$ cat config.mk
export PLATFORM = sky130hd
export DESIGN_NAME = adder_arbiter
export DESIGN_NICKNAME = d
export VERILOG_FILES = /design/src/rtl/adder_arbiter_pkg.sv /design/src/rtl/adder_arbiter_slice.sv /design/src/rtl/adder_arbiter.sv
export SDC_FILE = /design/constraint.sdc
export NUM_CORES = 1
export LEC_CHECK = 0
export CAP_MARGIN = 20
export CORE_MARGIN = 8
export CORE_UTILIZATION = 40
export CTS_CLUSTER_DIAMETER = 100
export DETAILED_ROUTE_END_ITERATION = 8
export GPL_TIMING_DRIVEN = 0
export PLACE_DENSITY = 0.71
export SLEW_MARGIN = 20
export SYNTH_ARGS = -nofsm -noshare
export SYNTH_HDL_FRONTEND = slang
export SYNTH_SLANG_ARGS = --single-unit
$ cat constraint.sdc
create_clock -name clk -period 3.95 [get_ports clk]
set_clock_uncertainty 0.2 [all_clocks]
set_input_delay 0.395 -clock clk [delete_from_list [all_inputs] [get_ports clk]]
set_output_delay 0.395 -clock clk [all_outputs]
set_load 0.02 [all_outputs]
$ cat src/rtl/adder_arbiter_pkg.sv
// adder_arbiter shared types and constants.
// Optional signed overflow output: define ADDER_ARBITER_OVF_EN.
package adder_arbiter_pkg;

  localparam int NUM_REQ = 2;
  localparam int SLICE_W = 8;

  typedef enum logic [1:0] {
    IDLE,
    CALC,
    DONE
  } state_t;

  typedef logic [$clog2(NUM_REQ)-1:0] req_id_t;

endpackage

$ cat src/rtl/adder_arbiter_slice.sv
// adder_arbiter shared slice: one WIDTH-bit add with carry in/out.
// Purely combinational; sequencing lives in adder_arbiter.
module adder_slice #(
  parameter int WIDTH = 8
) (
  input  logic [WIDTH-1:0] a,
  input  logic [WIDTH-1:0] b,
  input  logic             cin,
  output logic [WIDTH-1:0] s,
  output logic             cout
);

  assign {cout, s} = {1'b0, a} + {1'b0, b}
                   + {{WIDTH{1'b0}}, cin};

endmodule

$ cat src/rtl/adder_arbiter.sv
// Two-requester round-robin front end for one shared adder slice.
// Optional signed overflow output: define ADDER_ARBITER_OVF_EN.
module adder_arbiter
  import adder_arbiter_pkg::*;
#(
  parameter int WIDTH = SLICE_W,
  parameter int BYTES = 2
) (
  input  logic                   clk,
  input  logic                   rst,
  input  logic                   req0_valid,
  output logic                   req0_ready,
  input  logic [WIDTH*BYTES-1:0] req0_a,
  input  logic [WIDTH*BYTES-1:0] req0_b,
  input  logic                   req0_cin,
  input  logic                   req1_valid,
  output logic                   req1_ready,
  input  logic [WIDTH*BYTES-1:0] req1_a,
  input  logic [WIDTH*BYTES-1:0] req1_b,
  input  logic                   req1_cin,
  output logic                   res_valid,
  input  logic                   res_ready,
  output logic [WIDTH*BYTES-1:0] res_sum,
  output logic                   res_cout,
  output logic                   res_id,
  output logic                   res_ovf
);

  localparam int OPW = WIDTH * BYTES;
  localparam int CW  = (BYTES > 1) ? $clog2(BYTES) : 1;

  state_t         state, state_n;
  req_id_t        grant, last_grant, owner;
  logic [OPW-1:0] a_r, b_r, sum_r;
  logic           carry;
  logic [CW-1:0]  count;
  logic [WIDTH-1:0] sa, sb, ss;
  logic           sc;
  logic           take, last;

  always_comb begin
    grant = req_id_t'(0);
    unique case (1'b1)
      (req0_valid && req1_valid):  grant = ~last_grant;
      (req1_valid && !req0_valid): grant = req_id_t'(1);
      default:                     grant = req_id_t'(0);
    endcase
  end

  assign take = (state == IDLE) && (req0_valid || req1_valid);
  assign req0_ready = (state == IDLE) && req0_valid
                    && (grant == req_id_t'(0));
  assign req1_ready = (state == IDLE) && req1_valid
                    && (grant == req_id_t'(1));

  assign sa   = a_r[int'(count)*WIDTH +: WIDTH];
  assign sb   = b_r[int'(count)*WIDTH +: WIDTH];
  assign last = (count == CW'(BYTES - 1));

  adder_slice #(.WIDTH(WIDTH)) u_slice (
    .a    (sa),
    .b    (sb),
    .cin  (carry),
    .s    (ss),
    .cout (sc)
  );

  always_ff @(posedge clk) begin
    if (rst) state <= IDLE;
    else     state <= state_n;
  end

  always_comb begin
    state_n = state;
    unique case (state)
      IDLE:    if (take) state_n = CALC;
      CALC:    if (last) state_n = DONE;
      DONE:    if (res_ready) state_n = IDLE;
      default: state_n = IDLE;
    endcase
  end

  always_ff @(posedge clk) begin
    if (rst) begin
      a_r        <= '0;
      b_r        <= '0;
      sum_r      <= '0;
      carry      <= 1'b0;
      count      <= '0;
      owner      <= req_id_t'(0);
      last_grant <= req_id_t'(1);
    end else begin
      unique case (state)
        IDLE: if (take) begin
          a_r        <= grant[0] ? req1_a   : req0_a;
          b_r        <= grant[0] ? req1_b   : req0_b;
          carry      <= grant[0] ? req1_cin : req0_cin;
          count      <= '0;
          owner      <= grant;
          last_grant <= grant;
        end
        CALC: begin
          sum_r[int'(count)*WIDTH +: WIDTH] <= ss;
          carry <= sc;
          if (!last) count <= count + CW'(1);
        end
        default: ;
      endcase
    end
  end

`ifdef ADDER_ARBITER_OVF_EN
  logic ovf_r;

  // Overflow is judged on the top slice, i.e. the operand sign bits.
  always_ff @(posedge clk) begin
    if (rst)
      ovf_r <= 1'b0;
    else if (state == CALC && last)
      ovf_r <= (sa[WIDTH-1] == sb[WIDTH-1])
            && (ss[WIDTH-1] != sa[WIDTH-1]);
  end

  assign res_ovf = ovf_r;
`else
  assign res_ovf = 1'b0;
`endif

  assign res_valid = (state == DONE);
  assign res_sum   = sum_r;
  assign res_cout  = carry;
  assign res_id    = owner[0];

endmodule

==> out/metrics.yaml <==
drt_iter0_drc: 52
path_clk_slew_ns: 0.09
synth.most_common_cell: "dfxtp_1"
postSynthCellCount: 306
diodes: 0
powerDensity_nw_per_um2: 367
via_per_inst: 4.87
finalSetupTns_ns: 0
finalSetupViolations: 0
finalHoldViolations: 0
initial_core_util_pct: 41.4
async_flop_share_pct: 0
rows: 30
tightestPinTransition_ns: 0.657
finalWirelength_mm: 7.31
drv_cap: 0
num_vias: 2441
placed_cell_area_um2: 3860
core_area_um2: 6830
yosysTopAreaCell: "dfxtp_1"
dr.pass1.iters: 4
slowest_stage: "fa_1"
critPathLaunchType: "flip-flop"
syn_area_per_cell_um2: 9.24
gr-total-overflow: 0
cp_cell_sequence: "buf_2, buf_2, mux2_2, fa_1, inv_1, fa_1, nor2b_4, o31a_4, o31ai_4, a21boi_1, o41a_1"
power_mw: 1.45
path_max_fanout: 10
syn_to_final_growth_pct: 39.7
dp_hpwl_mm: 5.98
synth_cell_types: 43
cp_slowest_stage_delay_ns: 0.44
cp.required_ns: 3.95
netlist_area_um2: 2830
setup_slack_ns: 0.547
postCtsResizedCells: 0
io_pins: 93
timing.final.crit_share_pct: 86.2
drive_gt1_share_pct: 10.4
place_ws_ns: 0.552
netlist.area_leader.share_pct: 38.2
final_area_um2: 3950
maxSlewViolCount: 0
grt_max_degree: 16
cts_hold_buffers: 0
grt_pass1_wl_mm: 12.2
synth_nets: 386
leakage_nw: 1.52
gp_congestion: 0.814
synth-edff-count: 0
period_needed_ns: 3.40
numCtsBuffers: 5
cts_root_buf: "clkbuf_8"
tritoncts: "done"
antenna_found_initial: 0
portBuffers: 91
detail_route.wl_per_cell_um: 14.6
fillers: 647
grt.total_usage_pct: 15.1
cts_sinks: 54
htreeDepth: 2
max_freq_ghz: 0.294
synth_warnings: 0
drc_errors: 0
die_area_um2: 10000
max-slew-margin-rel_pct: 56.0
path_class: "reg -> reg"
postCtsSetupBuffers: 0
status: "complete, no violations"
grt_pass1_vias: 2579
yosysSeqAreaShare_pct: 38.2
fin_nets: 484
yosys-top-cells-area: "dfxtp_1, mux2i_1, a211oi_1"
ys_top_cells_by_count: "dfxtp_1, nor2_1, mux2i_1"
clockBufferDepth: 2
cp.arrival_ns: 3.40
vdd.ir_drop.worst_uv: 161
rsz0062_at_grt: "no"
hp-class: "reg -> reg"
die_h_um: 100
synth-seq-cells: 54
ant_nets: 0
die_w_um: 100
final_cells: 501
ys.flop_type: "dfxtp_1"
insertion_delay_ns: 0.31
endpoint_kind: "flip-flop"
dpl.cell_count: 493
-- cell families after synthesis --
logic type | after synthesis | share of synthesized area [%]
flops | 54 | 38.2
simple gates | 93 | 15.9
fa+ha+maj | 9 | 4.51
other cells | 1 | 0.133
mux | 49 | 18.0
compound gates | 71 | 18.2
buf+inv | 27 | 4.47
xor+xnor | 2 | 0.619
-- cell type report --
class                           count  area (um2)  area share, %
Buffer                             22         108           2.72
Inverter                            5        18.8          0.475
Clock inverter                      1        5.00          0.127
Clock buffer                        7        86.3           2.18
Sequential cell                    54        1080           27.4
Multi-Input combinational cell    225        1620           41.0
Timing Repair Buffer               91         911           23.1
Tap cell                           96         120           3.04
-- path summary, 6_finish.rpt --
kind,cells after the start,slack [ns],to,startpoint
setup / recovery,11,0.55,res_cout,count
hold / removal,2,0.26,res_sum[11],res_sum[11]
setup reg to reg,11,0.55,res_cout,count
hold reg to reg,2,0.26,res_sum[11],res_sum[11]
-- through the flow --
step	utilization, %	hold WS, ns
after floorplan	-	0.231
after global placement	56.5	0.242
after detailed placement	56.5	0.248
after CTS	57.8	0.260
after global routing	57.8	0.285
final	57.8	0.256
-- worst max-delay path: cells and delay by family (launching register included) --
| kind | cells | cell delay [ns] |
|---|---|---|
| compound gates | 4 | 0.96 |
| fa+ha+maj | 2 | 0.69 |
| buf+inv | 3 | 0.66 |
| flops | 1 | 0.34 |
| mux | 1 | 0.39 |
| simple gates | 1 | 0.06 |
-- power by group --
group / leakage, nW / internal [mW] / total (mW) / switching (mW)
registers: 0.446 / 0.606 / 0.640 / 0.0343
clock network: 0.0482 / 0.142 / 0.313 / 0.172
logic: 1.02 / 0.251 / 0.495 / 0.244
total: 1.52 / 0.999 / 1.45 / 0.450
-- per-layer routing --
metal	vias to the layer above	routed length [um]	global-route usage [%]
li1	1289	-	-
met1	1078	3290	17.7
met2	67	3470	25.9
met3	7	479	4.91
met4	0	65	3.49
met5	-	0	0
-- sequential cells by signal (all words and copies together) (netlist names) --
register    count
state           2
last_grant      1
b_r            16
count           1
res_id          1
res_cout        1
res_sum        16
a_r            16
-- layout by cell type (no fill, tap or decap), types with 2 or more instances in the layout --
cell,instances
and2_1,3
mux2i_1,35
buf_2,8
fa_1,2
ha_1,7
a211oi_1,34
inv_1,5
nand3_1,4
nor3_1,2
nand2_1,24
o21a_1,3
clkdlybuf4s50_1,91
a31oi_1,2
clkbuf_8,6
mux2_2,14
nand3b_1,4
dfxtp_1,54
clkbuf_1,11
nand4_1,2
xnor2_1,2
o21ai_0,4
nand2b_1,2
nor2_1,40
or3_1,3
nor2b_1,2
buf_4,4
a21oi_1,18
No activity file was read; power rests on OpenSTA's default activity.
